## config.mk

```make
export PLATFORM = sky130hd
export DESIGN_NAME = seg_scan_driver
export DESIGN_NICKNAME = d
export VERILOG_FILES = /design/src/rtl/seg_scan_driver.sv
export SDC_FILE = /design/constraint.sdc
export NUM_CORES = 1
export LEC_CHECK = 0
export CAP_MARGIN = 20
export CORE_UTILIZATION = 38
export CTS_CLUSTER_SIZE = 25
export DETAILED_ROUTE_END_ITERATION = 8
export MAX_ROUTING_LAYER = met4
export RECOVER_POWER = 100
export REMOVE_ABC_BUFFERS = 1
export SLEW_MARGIN = 10
export SYNTH_ARGS = -nofsm -noshare
export SYNTH_HDL_FRONTEND = slang
export SYNTH_SLANG_ARGS = --single-unit
```

## constraint.sdc

```tcl
create_clock -name clk -period 3.9 [get_ports clk]
set_input_delay 0.78 -clock clk [delete_from_list [all_inputs] [get_ports clk]]
set_output_delay 0.78 -clock clk [all_outputs]
set_load 0.02 [all_outputs]
```

## src/rtl/seg_scan_driver.sv

```systemverilog
// ============================================================================
// Module   : seg_scan_driver
// Purpose  : Time-multiplexed driver for a 4-digit common-anode seven-segment
//            display. Requests one digit at a time from a combinational symbol
//            source and samples the returned code. Decodes it to active-low
//            segments and strobes the matching anode for the rest of the slot.
//
// Parameters
//   REFRESH_DIV : clock cycles per digit slot (2 .. 2^20); one slot is
//                 1 SETTLE cycle followed by REFRESH_DIV-1 DRIVE cycles
//   BLANK_CYC   : anode-off cycles at the start of DRIVE (< REFRESH_DIV-1);
//                 only has an effect when GHOST_BLANK_EN is defined
//
// Build option
//   GHOST_BLANK_EN : when defined, the anode is held off for the first
//                    BLANK_CYC cycles of each DRIVE phase
//
// Ports
//   clk        in   1  system clock, rising edge
//   rst_n      in   1  asynchronous active-low reset
//   en         in   1  display enable; low blanks the display
//   sym_in     in   4  symbol code for the current digit_sel
//   dp_mask    in   4  decimal-point enable per digit, bit k = digit k
//   digit_sel  out  2  digit requested from the source; 3 = leftmost
//   an_n       out  4  anode enables, active-low, bit k = digit k
//   seg_n      out  7  segments {g,f,e,d,c,b,a}, active-low
//   dp_n       out  1  decimal point, active-low
//   frame_tick out  1  one-cycle pulse after digit 3 finishes its slot
//
// Revision : 1.0 - initial release
// ============================================================================
`default_nettype none

module seg_scan_driver #(
    parameter int unsigned REFRESH_DIV = 50000,
    parameter int unsigned BLANK_CYC   = 16
) (
    input  logic       clk,
    input  logic       rst_n,
    input  logic       en,
    input  logic [3:0] sym_in,
    input  logic [3:0] dp_mask,
    output logic [1:0] digit_sel,
    output logic [3:0] an_n,
    output logic [6:0] seg_n,
    output logic       dp_n,
    output logic       frame_tick
);

    localparam int unsigned c_DIV_W = (REFRESH_DIV > 2) ? $clog2(REFRESH_DIV) : 1;
    localparam logic [c_DIV_W-1:0] c_DIV_LAST = c_DIV_W'(REFRESH_DIV - 2);
    localparam logic [6:0] c_SEG_OFF = 7'b1111111;
    localparam logic [3:0] c_AN_OFF  = 4'b1111;

`ifdef GHOST_BLANK_EN
    localparam int unsigned c_BLANK = BLANK_CYC;
`else
    // BLANK_CYC is accepted but has no effect in this build.
    localparam int unsigned c_BLANK = 0 * BLANK_CYC;
`endif
    // Divider value of the last dark DRIVE cycle; the anode turns on at the
    // following edge. Only meaningful when c_BLANK is non-zero.
    localparam logic [c_DIV_W-1:0] c_BLANK_LAST =
        (c_BLANK == 0) ? '0 : c_DIV_W'(c_BLANK - 1);

    typedef enum logic [1:0] {
        S_OFF    = 2'd0,
        S_SETTLE = 2'd1,
        S_DRIVE  = 2'd2
    } state_t;

    state_t             state_q,      state_d;
    logic [1:0]         digit_sel_q,  digit_sel_d;
    logic [c_DIV_W-1:0] div_q,        div_d;
    logic [3:0]         an_n_q,       an_n_d;
    logic [6:0]         seg_n_q,      seg_n_d;
    logic               dp_n_q,       dp_n_d;
    logic               frame_tick_q, frame_tick_d;

    logic [6:0]         w_seg;
    logic [3:0]         w_an_sel;

    // Symbol decode, {g,f,e,d,c,b,a} active-low.
    always_comb begin
        w_seg = c_SEG_OFF;
        case (sym_in)
            4'h0:    w_seg = 7'b1000000;
            4'h1:    w_seg = 7'b1111001;
            4'h2:    w_seg = 7'b0100100;
            4'h3:    w_seg = 7'b0110000;
            4'h4:    w_seg = 7'b0011001;
            4'h5:    w_seg = 7'b0010010;
            4'h6:    w_seg = 7'b0000010;
            4'h7:    w_seg = 7'b1111000;
            4'h8:    w_seg = 7'b0000000;
            4'h9:    w_seg = 7'b0010000;
            4'hB:    w_seg = 7'b0111111;   // '-'
            4'hC:    w_seg = 7'b0000110;   // 'E'
            4'hD:    w_seg = 7'b0101111;   // 'r'
            default: w_seg = c_SEG_OFF;    // A, E, F render blank
        endcase
    end

    assign w_an_sel = ~(4'b0001 << digit_sel_q);

    always_comb begin
        state_d      = state_q;
        digit_sel_d  = digit_sel_q;
        div_d        = div_q;
        an_n_d       = an_n_q;
        seg_n_d      = seg_n_q;
        dp_n_d       = dp_n_q;
        frame_tick_d = 1'b0;

        if (!en) begin
            // Abandon the scan immediately; no partial slot, no tick.
            state_d     = S_OFF;
            digit_sel_d = 2'd0;
            div_d       = '0;
            an_n_d      = c_AN_OFF;
            seg_n_d     = c_SEG_OFF;
            dp_n_d      = 1'b1;
        end else begin
            case (state_q)
                S_OFF: begin
                    state_d     = S_SETTLE;
                    digit_sel_d = 2'd0;
                    div_d       = '0;
                end
                S_SETTLE: begin
                    // The source has had a full cycle to answer digit_sel.
                    seg_n_d = w_seg;
                    dp_n_d  = ~dp_mask[digit_sel_q];
                    an_n_d  = (c_BLANK == 0) ? w_an_sel : c_AN_OFF;
                    div_d   = '0;
                    state_d = S_DRIVE;
                end
                S_DRIVE: begin
                    if (div_q == c_DIV_LAST) begin
                        // Go dark before the source is asked for the next digit.
                        digit_sel_d  = digit_sel_q + 2'd1;
                        an_n_d       = c_AN_OFF;
                        seg_n_d      = c_SEG_OFF;
                        dp_n_d       = 1'b1;
                        div_d        = '0;
                        state_d      = S_SETTLE;
                        frame_tick_d = (digit_sel_q == 2'd3);
                    end else begin
                        div_d = div_q + c_DIV_W'(1);
                        if ((c_BLANK != 0) && (div_q == c_BLANK_LAST)) begin
                            an_n_d = w_an_sel;
                        end
                    end
                end
                default: begin
                    state_d = S_OFF;
                end
            endcase
        end
    end

    always_ff @(posedge clk or negedge rst_n) begin
        if (!rst_n) begin
            state_q      <= S_OFF;
            digit_sel_q  <= 2'd0;
            div_q        <= '0;
            an_n_q       <= c_AN_OFF;
            seg_n_q      <= c_SEG_OFF;
            dp_n_q       <= 1'b1;
            frame_tick_q <= 1'b0;
        end else begin
            state_q      <= state_d;
            digit_sel_q  <= digit_sel_d;
            div_q        <= div_d;
            an_n_q       <= an_n_d;
            seg_n_q      <= seg_n_d;
            dp_n_q       <= dp_n_d;
            frame_tick_q <= frame_tick_d;
        end
    end

    assign digit_sel  = digit_sel_q;
    assign an_n       = an_n_q;
    assign seg_n      = seg_n_q;
    assign dp_n       = dp_n_q;
    assign frame_tick = frame_tick_q;

endmodule

`default_nettype wire

```

==> impl_metrics.json, run 1 <==
{
  "nNetsFinal": 254,
  "io_pins": 26,
  "synth_simple_gate_area_share_pct": 19.86,
  "postSynthCellCount": 206,
  "p_leak_nw": 0.8823,
  "ys_seq_area_share_pct": 44.04,
  "design.core.area_mm2": 0.004786,
  "ys_types": 39,
  "ctsHtreeMaxLevel": 2,
  "p_per_area_mw_per_mm2": 324.2,
  "portBuffers": 25,
  "required_ps": 4110,
  "path_max_fanout": 24,
  "ctsHoldBuffers": 0,
  "period_minus_slack_ps": 2955,
  "endpoint_kind": "register",
  "routed_wl_um": 3888,
  "fin_tns_setup_ps": 0,
  "cp_num_buf_inv": 1,
  "stdcell_area_mm2": 0.002277,
  "cts_tree": "yes",
  "timing.final.max_slew_violations": 34,
  "initial_utilization_pct": 39.90,
  "ys_ff_latch": 33,
  "synth.area.mux_share_pct": 2.359,
  "syn_to_final_growth_pct": 19.27,
  "drive_above_1_share_pct": 10.34,
  "cpPeakStageDelay_ps": 760,
  "routedWlPerCell_um": 13.00,
  "postCtsResizedCells": 0,
  "slowest_stage": "nor4_2",
  "dp_hpwl_um": 2737,
  "clk_pin_slew_ps": 70,
  "fill_cells": 463,
  "syn-cell-area_mm2": 0.001909,
  "clk_latency_ps": 280,
  "outcome": "complete, but fails checks",
  "finClkSkew_ps": 8.669,
  "worst_slew_pin_slew_ps": 1765,
  "finalHoldWorstSlack_ps": 496.3,
  "synth_compound_gate_area_share_pct": 20.90,
  "fmax_mhz": 338.5,
  "synth_top_family_by_area": "compound AO/OA/AOI/OAI gates",
  "first_pass_iters": 4,
  "grt_first_pass_wirelength_um": 7017,
  "rows": 25,
  "vias": 1576,
  "violations": "capacitance limit, slew limit",
  "grt_pass1_vias": 1503,
  "arrival_ps": 3160,
  "vias_per_cell": 5.271,
  "finalHoldViolations": 0,
  "avgSynthCellArea_um2": 9.269,
  "clockRootBuffer": "clkbuf_8",
  "placed_cell_area_mm2": 0.002208,
  "fin_crit_sh_pct": 75.76,
  "antenna_found_initial": 0,
  "hold_path_class": "register to register",
  "antenna_left": 0,
  "seq_area_um2": 840.8,
  "drc": 0,
  "final-setup-viol-count": 0,
  "drt_iter0_markers": 66,
  "n_antenna_cell": 0,
  "die_h_um": 72.89,
  "cp_top_family": "simple AND/OR/NAND/NOR gates",
  "gp_congestion": 0.7825,
  "relSlewSlack_pct": -17.64,
  "cts_made_buffers": 5,
  "ir_worst_vdd_v": 0.0001242,
  "rsz0062_at_grt": "false",
  "die_x_um": 72.89,
  "grt_max_degree": 34,
  "gr-usage-all-layers_pct": 17.40,
  "dieArea_mm2": 0.005312,
  "maxCapViolations": 1,
  "synth-xor-area-share_pct": 0,
  "cp_cell_sequence": "inv_1, ha_1, or4b_1, nor4_2, a21o_1, o2111ai_1, o21a_1",
  "cts_buffer_depth": 2,
  "yosysWarnings": 0,
  "multi_input_area_um2": 963.4,
  "grt-ovfl-total": 0,
  "synthAdderAreaFrac_pct": 7.864,
  "worstSetupStartpointType": "register",
  "numClockSinks": 33,
  "post-cts-setup-buffer-count": 0,
  "criticalPathCategory": "register to register"
}
-- cells by family (layout without fill, tap and decap cells) --
kind of cell             after synthesis  in the layout
buffers and inverters                 21             47
flip-flops                            33             33
multiplexers                           2              2
AO/OA/AOI/OAI                         65             65
adder cells (fa/ha/maj)               12             12
AND/OR/NAND/NOR                       73             73
-- cell usage in the layout (no fill, tap or decap), drive strengths merged, types with 2 or more instances in the layout --
cell / count
a21oi: 14
a31oi: 16
and2: 2
and3: 5
clkbuf: 7
clkdlybuf4s50: 9
clkinv: 2
dfrtp: 21
dfstp: 12
dlygate4sd3: 16
ha: 12
inv: 12
mux4: 2
nand2: 17
nand3: 11
nand4: 2
nor2: 16
nor2b: 4
nor3: 5
o211ai: 4
o21a: 4
o21ai: 16
o22ai: 4
or3: 5
or4b: 2
-- where the power goes --
part	total, W	internal [W]	switching (W)
clock network	0.000248	0.000124	0.000124
registers	0.000375	0.000366	0.00000896
logic	0.000116	0.0000480	0.0000680
total	0.000738	0.000537	0.000201
-- registers in the layout (all words and copies together), names as in the netlist --
| signal | cells |
|---|---|
| state_q | 2 |
| dp_n | 1 |
| an_n | 4 |
| seg_n | 7 |
| digit_sel | 2 |
| frame_tick | 1 |
| div_q | 16 |
-- cell usage after synthesis --
cell | count | area share (%)
or4b_1 | 2 | 1.0
nand2b_1 | 1 | 0.33
nor3_2 | 1 | 0.52
ha_1 | 12 | 7.9
and3_1 | 5 | 1.6
nand3b_1 | 1 | 0.39
nand4_1 | 2 | 0.66
nor2b_1 | 4 | 1.3
a21o_4 | 1 | 0.79
a21oi_1 | 14 | 3.7
o21ai_1 | 2 | 0.52
and4_1 | 1 | 0.46
nand3_1 | 11 | 2.9
inv_1 | 12 | 2.4
mux4_2 | 2 | 2.4
a21boi_0 | 1 | 0.39
a211oi_1 | 1 | 0.39
a41oi_1 | 1 | 0.46
nand2_1 | 17 | 3.3
clkbuf_1 | 5 | 0.98
o31ai_1 | 1 | 0.39
o2111ai_1 | 1 | 0.46
buf_6 | 1 | 0.59
a31oi_1 | 16 | 5.2
nor4_2 | 1 | 0.66
nor2_2 | 1 | 0.33
dfstp_2 | 12 | 17
o21ai_0 | 14 | 3.7
buf_4 | 2 | 0.79
and2_1 | 2 | 0.66
dfrtp_1 | 21 | 28
o22ai_1 | 4 | 1.3
buf_2 | 1 | 0.26
or3_1 | 5 | 1.6
a211o_1 | 1 | 0.46
o211ai_1 | 4 | 1.6
nor3_1 | 4 | 1.0
o21a_1 | 4 | 1.6
nor2_1 | 15 | 2.9
-- per-stage QoR --
stage,total power (W),setup slack [ps],utilization [%],std cells
floorplan,0.0004450,1533,-,197
global placement,0.0005041,1248,46.14,291
detailed placement,0.0005045,1178,46.14,291
CTS,0.0007561,1177,47.87,299
global route,0.0007779,601.4,47.58,299
finish,0.0007383,945.4,47.58,299
-- metal layers --
metal,wire length (µm),up-vias,share of wire [%],track usage [%]
met5,0,-,0,-
met4,45,0,1.2,5.447
met3,93,4,2.4,3.729
met2,1754,22,45,25.86
met1,1995,745,51,23.71
li1,-,805,-,-
-- path summary, 6_finish.rpt --
path / startpoint / endpoint / slack (ps) / cells past startpoint
max in group asynchronous: rst_n / div_q[3] / 1370 / 2
min in group asynchronous: rst_n / state_q[0] / 1500 / 2
worst min-delay path: dp_n / dp_n / 500 / 2
worst max register to register: div_q[0] / seg_n[5] / 950 / 7
worst min register to register: dp_n / dp_n / 500 / 2
worst max-delay path: div_q[0] / seg_n[5] / 950 / 7
-- worst reg2reg max path, delay by kind of cell (launching register included) --
family / cells / cell delay, ps
flops: 1 / 430
fa+ha+maj: 1 / 130
simple gates: 2 / 1200
compound gates: 3 / 1060
buf+inv: 1 / 80
-- cell type report --
cell class / count / area share [%]
tap: 67 / 3.681
clock buffer: 6 / 3.187
timing repair buffer: 27 / 11.48
clock inverter: 2 / 0.4396
sequential: 33 / 36.92
inverter: 12 / 1.978
multi-input combinational: 152 / 42.31
No activity file was read; power rests on OpenSTA's default activity.
==> inputs of run 2 (changes only) <==
==> constraint.sdc (replaced) <==
create_clock -name clk -period 2.89 [get_ports clk]
set_input_delay 0.578 -clock clk [delete_from_list [all_inputs] [get_ports clk]]
set_output_delay 0.578 -clock clk [all_outputs]
set_load 0.02 [all_outputs]
==> impl_metrics.json, run 2 (same netlist as run 1, synthesis figures left out) <==
{
  "die_x_um": 72.89,
  "violations": "capacitance limit, slew limit",
  "outcome": "complete, but fails checks",
  "postCtsResizedCells": 0,
  "ir_worst_vdd_v": 0.0002146,
  "ctsHoldBuffers": 0,
  "drc": 0,
  "relSlewSlack_pct": -19.77,
  "p_per_area_mw_per_mm2": 434.5,
  "rows": 25,
  "p_leak_nw": 0.8887,
  "post-cts-setup-buffer-count": 0,
  "worstSetupStartpointType": "register",
  "drive_above_1_share_pct": 10.68,
  "final-setup-viol-count": 0,
  "reg2reg_to": "div_q[9]",
  "grt_max_degree": 34,
  "worst_slew_pin_slew_ps": 1797,
  "antenna_left": 0,
  "arrival_ps": 2510,
  "portBuffers": 25,
  "hold_depth": 1,
  "reg2reg_from": "div_q[0]",
  "clk_pin_slew_ps": 70,
  "cp_top_family": "simple AND/OR/NAND/NOR gates",
  "cts_made_buffers": 5,
  "cpPeakStageDelay_ps": 430,
  "clk_latency_ps": 280,
  "grt_pass1_vias": 1470,
  "grt-ovfl-total": 0,
  "cts_buffer_depth": 2,
  "maxCapViolations": 1,
  "regMostFlops": "div_q",
  "cts_tree": "yes",
  "dp_hpwl_um": 2700,
  "initial_utilization_pct": 39.90,
  "finalHoldViolations": 0,
  "cp_cell_sequence": "inv_1, ha_1, or4b_1, nor4_1, buf_4, nor2_1, clkbuf_1, a21oi_1, o21ai_0",
  "nNetsFinal": 256,
  "ctsHtreeMaxLevel": 2,
  "gp_congestion": 0.7859,
  "path_max_fanout": 11,
  "drt_iter0_markers": 135,
  "hp-start": "div_q[12]",
  "routed_wl_um": 3871,
  "rsz0062_at_grt": "false",
  "period_minus_slack_ps": 2352,
  "whs_endpoint": "div_q[12]",
  "endpoint_kind": "register",
  "criticalPathCategory": "register to register",
  "routedWlPerCell_um": 12.86,
  "n_antenna_cell": 0,
  "timing.final.max_slew_violations": 34,
  "finClkSkew_ps": 6.777,
  "io_pins": 26,
  "gr-usage-all-layers_pct": 17.05,
  "fin_tns_setup_ps": 0,
  "vias_per_cell": 5.209,
  "largest_reg_flops": 16,
  "setup_ws_ps": 537.6,
  "design.core.area_mm2": 0.004786,
  "r2r_slack_ps": 540,
  "cp_num_buf_inv": 3,
  "dp_slack_ps": 573.4,
  "fmax_mhz": 425.1,
  "numClockSinks": 33,
  "die_h_um": 72.89,
  "fin_crit_sh_pct": 81.40,
  "clockRootBuffer": "clkbuf_8",
  "layout_commonest_cell": "dfrtp_1",
  "first_pass_iters": 4,
  "vias": 1568,
  "layout_common_cells": "dfrtp_1 (21), nand2_1 (17), nor2_1 (16), o21ai_0 (16), a31oi_1 (16)",
  "syn_to_final_growth_pct": 19.92,
  "antenna_found_initial": 0,
  "dieArea_mm2": 0.005312,
  "slowest_stage": "dfrtp_1",
  "crit_start": "div_q[0]",
  "required_ps": 3050,
  "reg2reg_depth": 9,
  "finalHoldWorstSlack_ps": 498.5,
  "hold_path_class": "register to register",
  "grt_first_pass_wirelength_um": 6762
}
==> run 2: cell types whose count changed in the layout (fill, tap and decap cells not counted), sizes merged <==
cell | before | now
dlygate4sd3 | 16 | 15
clkbuf | 7 | 8
clkdlybuf4s50 | 9 | 10
buf | 1 | 2
==> run 2: power by group <==
group	total, W	internal (W)	switching, W
sequential	0.000506	0.000493	0.0000124
combinational	0.000158	0.0000664	0.0000920
clock	0.000331	0.000167	0.000164
==> run 2: how the worst max path moves through the flow <==
| stage | to | slack (ps) | cells after the start |
|---|---|---|---|
| floorplan | seg_n[5] | 520 | 7 |
| global placement | seg_n[4] | 620 | 5 |
| detailed placement | div_q[9] | 570 | 8 |
| CTS | div_q[10] | 550 | 8 |
| global route | div_q[6] | 210 | 2 |
| finish | div_q[9] | 540 | 9 |
==> run 2: layout make-up <==
cell class	instances	area [µm²]
timing repair buffer	29	272.8
fill	476	2496
sequential	33	840.8
clock inverter	2	10.01
clock buffer	6	72.57
tap	67	83.83
inverter	12	45.04
multi-input combinational	152	964.7
==> run 2: per-stage QoR <==
step / instance area (µm²) / utilization [%] / instances / power (W)
global placement: 2223 / 46.46 / 293 / 0.0006818
floorplan: 1859 / - / 197 / 0.0006005
detailed placement: 2223 / 46.46 / 293 / 0.0006823
CTS: 2306 / 48.18 / 301 / 0.001023
global route: 2290 / 47.84 / 301 / 0.001052
finish: 2290 / 47.84 / 301 / 0.0009948
==> run 2: routing by layer <==
layer,vias up,wire [µm],GRT usage (%)
met3,4,121,3.729
met2,22,1722,25.03
met5,-,0,-
met4,0,39,7.190
met1,738,1988,22.73
li1,804,-,-
